<file path="src/rtl/ttt_pkg.sv">
// Shared tic-tac-toe definitions: controller states, player and verdict codes,
// board size, and a square-to-bitmask helper.
package ttt_pkg;

    typedef enum logic [1:0] {
        PLAY = 2'd0,
        WAIT = 2'd1,
        OVER = 2'd2
    } state_t;

    localparam logic P1 = 1'b0;
    localparam logic P2 = 1'b1;

    localparam logic [1:0] WIN_NONE = 2'b00;
    localparam logic [1:0] WIN_P1   = 2'b01;
    localparam logic [1:0] WIN_P2   = 2'b10;
    localparam logic [1:0] WIN_DRAW = 2'b11;

    localparam int         NUM_SQUARES = 9;
    localparam logic [3:0] MAX_IDX     = 4'd8;

    // Out-of-range indices shift the bit off the top and yield an empty mask.
    function automatic logic [NUM_SQUARES-1:0] square_mask(input logic [3:0] idx);
        logic [NUM_SQUARES-1:0] one;
        one = NUM_SQUARES'(1);
        return one << idx;
    endfunction

endpackage

</file>
<file path="src/rtl/move_ctrl_if.sv">
// Move handshake, winner verdict and board/score outputs between the move
// decoder side (master) and the board-state writer (slave).
interface move_ctrl_if
    import ttt_pkg::*;
#(
    parameter int SCORE_W = 4
) ();
    logic                   move_valid;
    logic [3:0]             move_idx;
    logic                   new_game;
    logic                   game_over;
    logic [1:0]             display_winner;

    logic                   move_ready;
    logic                   move_err;
    logic [NUM_SQUARES-1:0] square1to9;
    logic [NUM_SQUARES-1:0] square1to9_color;
    logic                   current_player;
    logic [3:0]             move_count;
    logic [SCORE_W-1:0]     score_p1;
    logic [SCORE_W-1:0]     score_p2;
    logic [SCORE_W-1:0]     score_draw;

    modport master (
        output move_valid, move_idx, new_game, game_over, display_winner,
        input  move_ready, move_err, square1to9, square1to9_color,
               current_player, move_count, score_p1, score_p2, score_draw
    );

    modport slave (
        input  move_valid, move_idx, new_game, game_over, display_winner,
        output move_ready, move_err, square1to9, square1to9_color,
               current_player, move_count, score_p1, score_p2, score_draw
    );
endinterface

</file>
<file path="src/rtl/sat_counter.sv">
// Saturating up-counter: increments on inc, sticks at all-ones, cleared by rst.
module sat_counter #(
    parameter int W = 4
) (
    input  logic         clk,
    input  logic         rst,
    input  logic         inc,
    output logic [W-1:0] count
);
    logic [W-1:0] count_q, count_d;

    always_comb begin
        count_d = count_q;
        if (inc && (count_q != '1)) begin
            count_d = count_q + W'(1);
        end
    end

    always_ff @(posedge clk or posedge rst) begin
        if (rst) begin
            count_q <= '0;
        end else begin
            count_q <= count_d;
        end
    end

    assign count = count_q;
endmodule

</file>
<file path="src/rtl/move_ctrl.sv">
// Board-state writer: accepts moves, alternates turns, waits for the winner
// verdict after each move, locks on game over and keeps saturating tallies.
module move_ctrl
    import ttt_pkg::*;
#(
    parameter int SCORE_W   = 4,
    parameter int CHECK_LAT = 1
) (
    input  logic       pclk,
    input  logic       rst,
    move_ctrl_if.slave bus
);
    localparam int               CNT_W     = (CHECK_LAT < 1) ? 1 : $clog2(CHECK_LAT + 1);
    localparam logic [CNT_W-1:0] WAIT_LOAD = CNT_W'(CHECK_LAT);

    state_t                 state_q, state_d;
    logic [CNT_W-1:0]       wait_cnt_q, wait_cnt_d;
    logic [NUM_SQUARES-1:0] sq_q, sq_d;
    logic [NUM_SQUARES-1:0] col_q, col_d;
    logic                   player_q, player_d;
    logic                   start_q, start_d;
    logic                   err_q, err_d;
    logic [3:0]             count_q, count_d;

    logic [NUM_SQUARES-1:0] target;
    logic                   legal;
    logic [2:0]             score_inc;
    logic [SCORE_W-1:0]     score_val [3];

    assign target = square_mask(bus.move_idx);
    assign legal  = (bus.move_idx <= MAX_IDX) && ((sq_q & target) == '0);

    always_comb begin
        state_d    = state_q;
        wait_cnt_d = wait_cnt_q;
        sq_d       = sq_q;
        col_d      = col_q;
        player_d   = player_q;
        start_d    = start_q;
        count_d    = count_q;
        err_d      = 1'b0;
        score_inc  = '0;

        // new_game overrides both a pending accept and the verdict sample.
        if (bus.new_game) begin
            sq_d       = '0;
            col_d      = '0;
            count_d    = '0;
            start_d    = ~start_q;
            player_d   = ~start_q;
            wait_cnt_d = '0;
            state_d    = PLAY;
        end else begin
            case (state_q)
                PLAY: begin
                    if (bus.move_valid) begin
                        if (legal) begin
                            sq_d       = sq_q | target;
                            col_d      = col_q | (player_q ? target : '0);
                            player_d   = ~player_q;
                            count_d    = count_q + 4'd1;
                            wait_cnt_d = WAIT_LOAD;
                            state_d    = WAIT;
                        end else begin
                            err_d = 1'b1;
                        end
                    end
                end
                WAIT: begin
                    if (wait_cnt_q == '0) begin
                        if (bus.game_over) begin
                            state_d = OVER;
                            case (bus.display_winner)
                                WIN_P1:   score_inc[0] = 1'b1;
                                WIN_P2:   score_inc[1] = 1'b1;
                                WIN_DRAW: score_inc[2] = 1'b1;
                                default:  score_inc    = '0;
                            endcase
                        end else begin
                            state_d = PLAY;
                        end
                    end else begin
                        wait_cnt_d = wait_cnt_q - CNT_W'(1);
                    end
                end
                OVER:    state_d = OVER;
                default: state_d = PLAY;
            endcase
        end
    end

    always_ff @(posedge pclk or posedge rst) begin
        if (rst) begin
            state_q    <= PLAY;
            wait_cnt_q <= '0;
            sq_q       <= '0;
            col_q      <= '0;
            player_q   <= P1;
            start_q    <= P1;
            count_q    <= '0;
            err_q      <= 1'b0;
        end else begin
            state_q    <= state_d;
            wait_cnt_q <= wait_cnt_d;
            sq_q       <= sq_d;
            col_q      <= col_d;
            player_q   <= player_d;
            start_q    <= start_d;
            count_q    <= count_d;
            err_q      <= err_d;
        end
    end

    // Tallies in order: P1 wins, P2 wins, draws.
    genvar gi;
    generate
        for (gi = 0; gi < 3; gi++) begin : g_score
            sat_counter #(.W(SCORE_W)) u_score (
                .clk   (pclk),
                .rst   (rst),
                .inc   (score_inc[gi]),
                .count (score_val[gi])
            );
        end
    endgenerate

    assign bus.move_ready       = (state_q == PLAY);
    assign bus.move_err         = err_q;
    assign bus.square1to9       = sq_q;
    assign bus.square1to9_color = col_q;
    assign bus.current_player   = player_q;
    assign bus.move_count       = count_q;
    assign bus.score_p1         = score_val[0];
    assign bus.score_p2         = score_val[1];
    assign bus.score_draw       = score_val[2];
endmodule

</file>
<file path="src/flat_wrapper.sv">
// flat-port wrapper written by rule: the top's interface ports become plain ports
module move_ctrl_flat import ttt_pkg::*;
#(
    parameter int SCORE_W   = 4,
    parameter int CHECK_LAT = 1
)
  (pclk, rst, bus_move_valid, bus_move_idx, bus_new_game, bus_game_over, bus_display_winner, bus_move_ready, bus_move_err, bus_square1to9, bus_square1to9_color, bus_current_player, bus_move_count, bus_score_p1, bus_score_p2, bus_score_draw);
  move_ctrl_if #(.SCORE_W(SCORE_W)) bus_i ();
  input  logic pclk;
  input  logic rst;
  input wire logic [$bits(bus_i.move_valid)-1:0] bus_move_valid;
  input wire logic [$bits(bus_i.move_idx)-1:0] bus_move_idx;
  input wire logic [$bits(bus_i.new_game)-1:0] bus_new_game;
  input wire logic [$bits(bus_i.game_over)-1:0] bus_game_over;
  input wire logic [$bits(bus_i.display_winner)-1:0] bus_display_winner;
  output wire logic [$bits(bus_i.move_ready)-1:0] bus_move_ready;
  output wire logic [$bits(bus_i.move_err)-1:0] bus_move_err;
  output wire logic [$bits(bus_i.square1to9)-1:0] bus_square1to9;
  output wire logic [$bits(bus_i.square1to9_color)-1:0] bus_square1to9_color;
  output wire logic [$bits(bus_i.current_player)-1:0] bus_current_player;
  output wire logic [$bits(bus_i.move_count)-1:0] bus_move_count;
  output wire logic [$bits(bus_i.score_p1)-1:0] bus_score_p1;
  output wire logic [$bits(bus_i.score_p2)-1:0] bus_score_p2;
  output wire logic [$bits(bus_i.score_draw)-1:0] bus_score_draw;
  assign bus_i.move_valid = bus_move_valid;
  assign bus_i.move_idx = bus_move_idx;
  assign bus_i.new_game = bus_new_game;
  assign bus_i.game_over = bus_game_over;
  assign bus_i.display_winner = bus_display_winner;
  assign bus_move_ready = bus_i.move_ready;
  assign bus_move_err = bus_i.move_err;
  assign bus_square1to9 = bus_i.square1to9;
  assign bus_square1to9_color = bus_i.square1to9_color;
  assign bus_current_player = bus_i.current_player;
  assign bus_move_count = bus_i.move_count;
  assign bus_score_p1 = bus_i.score_p1;
  assign bus_score_p2 = bus_i.score_p2;
  assign bus_score_draw = bus_i.score_draw;
  move_ctrl #(.SCORE_W(SCORE_W), .CHECK_LAT(CHECK_LAT)) u_core (.pclk(pclk), .rst(rst), .bus(bus_i));
endmodule
</file>
<file path="config.mk">
export PLATFORM = sky130hd
export DESIGN_NAME = move_ctrl_flat
export DESIGN_NICKNAME = d
export VERILOG_FILES = /design/src/rtl/ttt_pkg.sv /design/src/rtl/move_ctrl_if.sv /design/src/rtl/sat_counter.sv /design/src/rtl/move_ctrl.sv /design/src/flat_wrapper.sv
export SDC_FILE = /design/constraint.sdc
export NUM_CORES = 1
export LEC_CHECK = 0
export CORE_MARGIN = 4
export CORE_UTILIZATION = 26
export CTS_BUF_LIST = sky130_fd_sc_hd__clkbuf_2 sky130_fd_sc_hd__clkbuf_4 sky130_fd_sc_hd__clkbuf_8
export DETAILED_ROUTE_END_ITERATION = 8
export PLACE_DENSITY = 0.47
export SLEW_MARGIN = 0
export SYNTH_ARGS = -nofsm -noshare
export SYNTH_HDL_FRONTEND = slang
export SYNTH_SLANG_ARGS = --single-unit
</file>
<file path="constraint.sdc">
create_clock -name pclk -period 3.29 [get_ports pclk]
set_clock_uncertainty 0.1 [all_clocks]
set_input_delay 0.4935 -clock pclk [delete_from_list [all_inputs] [get_ports pclk]]
set_output_delay 0.4935 -clock pclk [all_outputs]
set_load 0.03 [all_outputs]
</file>
==> flow_summary.toml <==
[yosys]
synth_top_area_share_pct = 51.9
synth_common_cells = "dfrtp_1 (40), inv_1 (20), a21oi_1 (19), or3_1 (15), nor2_1 (11)"
ys_types = 37
ys_seq_area_share_pct = 51.9
async_flop_share_pct = 100
yosysMostFrequentCell = "dfrtp_1"
synth_area_leader_cell = "dfrtp_1"
yosysWarnings = 0
avgSynthCellArea_sq_um = 10.5
synth.area.top_cells = "dfrtp_1 (52%), a21oi_1 (4.9%), or3_1 (4.9%)"
synth_edf_count = 0
syn-instance-count = 183
synthesis.area_sq_um = 1930
syn-num-nets = 198
ys_ff_latch = 40
ys.flop_type = "dfrtp_1"

[worst_hold_path]
hold_class = "input port to async pin"

[critical_path]
cp-startpoint = "bus_move_idx[1]"
required_ps = 3410
crit_slowest_cell = "clkdlybuf4s50_1"
crit_chain = "clkdlybuf4s50_1 > o41a_1 > a31oi_4 > nand4_4 > or4_1 > a21oi_1"
start_kind = "input port"
crit_arrival_ps = 2720
r2r_start = "u_core.wait_cnt_q$_DFFE_PP0P_"
crit_path_end_kind = "register"
cpPeakStageDelay_ps = 560
critPathKind = "input port to register"
cp_max_fo = 24

[clock_tree]
cts_buffer_depth = 2
cts_tree = "yes"
cts.clk_slew.worst_paths_ps = 90
h-tree-depth = 2
hold_buffers = 0
numCtsBuffers = 5
clock_latency_ps = 300
post_cts_buffers = 0
cts_root_buf = "clkbuf_8"
cts_resized = 0
cts_sinks = 40

[floorplan]
start_util_pct = 26.7
std_cell_rows = 31
io_pins = 48
die_area_sq_um = 8860
die_x_um = 94.1
die_h_um = 94.1
core_sq_um = 7210

[timing]
hold_viol = 0
fin_crit_ps = 2600
max_freq_ghz = 0.385
rsz0062_at_grt = "no"
worstMarginPinSlew_ps = 408
fin_tns_setup_ps = 0
fin_hold_ws_ps = 363
setup_viol = 0
drv_slew = 0
fin_crit_sh_pct = 78.9
slew_headroom_pct = 72.8
setup_slack_ps = 693

[routing]
drc = 0
ant_nets = 0
drt-vias-per-instance = 4.34
drt_iter0_drc = 31
dr.pass1.iters = 4
drt-total-wl_um = 4420
drt-wirelength-per-cell_um = 13.3
vias = 1445

[job]
maxCapViolCount = 0

[global_route]
gr-total-overflow = 0
grt_pass1_vias = 1555
grt_max_degree = 33
grt_pass1_wl_um = 7620
grtUsageTotal_pct = 11.0
antenna_found_initial = 0

[pwr]
p_seq_share_pct = 50.4
ir_worst_vdd_mv = 0.230
clkPwrFrac_pct = 29.6
power_frac_comb_pct = 20.0
power_density_nw_per_um2 = 435
p_sw_uw = 355
p_leak_uw = 0.00105
total_power_uw = 1130
p_int_uw = 774
p_sw_share_pct = 31.5

[cells_and_area]
layout-drive-gt1-share_pct = 8.97
final_nets = 248
antenna_cells = 0
area_growth_pct = 34.6
stdcell_area_sq_um = 2600

[placement]
dpl_cell_area_sq_um = 2500
dp_slack_ps = 388
place.gp.congestion = 0.781
dp_hpwl_um = 3160
portBuffers = 47

[run_status]
status = "finished clean"
[cell families after synthesis]
logic type | after synthesis | synth area share, %
multiplexers | 9 | 4.93
AO/OA/AOI/OAI | 30 | 10.6
buffers and inverters | 27 | 6.10
adder cells (fa/ha/maj) | 4 | 2.59
AND/OR/NAND/NOR | 61 | 18.5
flip-flops | 40 | 51.9
XOR/XNOR | 12 | 5.45
[placed cells by master (no fill, tap or decap), types with 2 or more instances in the layout]
cell	count
a21oi_1	19
and2_1	2
buf_4	3
clkbuf_8	5
clkdlybuf4s50_1	47
clkinvlp_4	2
dfrtp_1	40
ha_1	4
inv_1	20
mux2_2	4
mux2i_1	5
nand2_1	9
nand2b_1	2
nand3_1	5
nand3b_1	3
nand4_1	2
nor2_1	11
o21ai_0	2
o32a_1	2
or3_1	15
or4_1	4
xnor2_1	5
xor2_1	7
[registers in the layout (all words and copies together) (netlist names)]
register / count
u_core.state_q: 2
u_core.bus.square1to9: 9
u_core.g_score.u_score.count: 12
u_core.bus.current_player: 1
u_core.start_q: 1
u_core.bus.move_err: 1
u_core.wait_cnt_q: 1
u_core.bus.square1to9_color: 9
u_core.bus.move_count: 4
[through the flow]
step                utilization [%]  std cells
global placement               34.7        325
global route                   36.0        333
CTS                            36.0        333
floorplan                         -        183
finish                         36.0        333
detailed placement             34.7        325
[power by group through the flow]
| stage | registers [uW] | logic [uW] | clock network (uW) |
|---|---|---|---|
| 3_5_place_dp | 578 | 229 | 0 |
| 4_1_cts | 569 | 231 | 352 |
| 2_1_floorplan | 622 | 85.5 | 0 |
| 3_3_place_gp | 578 | 228 | 0 |
| 6_report | 569 | 226 | 334 |
| 5_1_grt | 576 | 247 | 371 |
[path summary, 6_finish.rpt]
path                                                                       end  slack (ps)  depth (start not counted)
worst min-delay path            u_core.g_score[0].u_score.count[1]$_DFFE_PP0P_         360                          2
max in group asynchronous                 u_core.bus.square1to9[1]$_DFFE_PP0P_        1990                          3
worst max register to register  u_core.g_score[0].u_score.count[1]$_DFFE_PP0P_        1050                          4
worst max-delay path                      u_core.bus.square1to9[6]$_DFFE_PP0P_         690                          6
min in group pclk                                   u_core.start_q$_DFFE_PP0P_         370                          1
worst min register to register                      u_core.start_q$_DFFE_PP0P_         370                          1
[final cells by class]
| type | instances | area, sq um |
|---|---|---|
| clock buffer | 5 | 68.8 |
| clock inverter | 3 | 23.8 |
| fill | 750 | 4620 |
| inverter | 20 | 75.1 |
| multi-input combinational | 116 | 811 |
| sequential | 40 | 1000 |
| tap | 99 | 124 |
| timing repair buffer | 50 | 493 |
[routing by layer]
metal | GRT usage, % | routed length, um | vias up
met3 | 3.69 | 209 | 5
met4 | 3.61 | 55 | 0
met2 | 17.2 | 2010 | 29
met1 | 14.1 | 2150 | 680
met5 | 0 | 0 | -
li1 | - | - | 731
[worst max-delay path: cells and delay by family]
family / cells / cell delay, ps
simple gates: 2 / 790
buf+inv: 1 / 560
compound gates: 3 / 880
(Power assumes the default switching activity.)
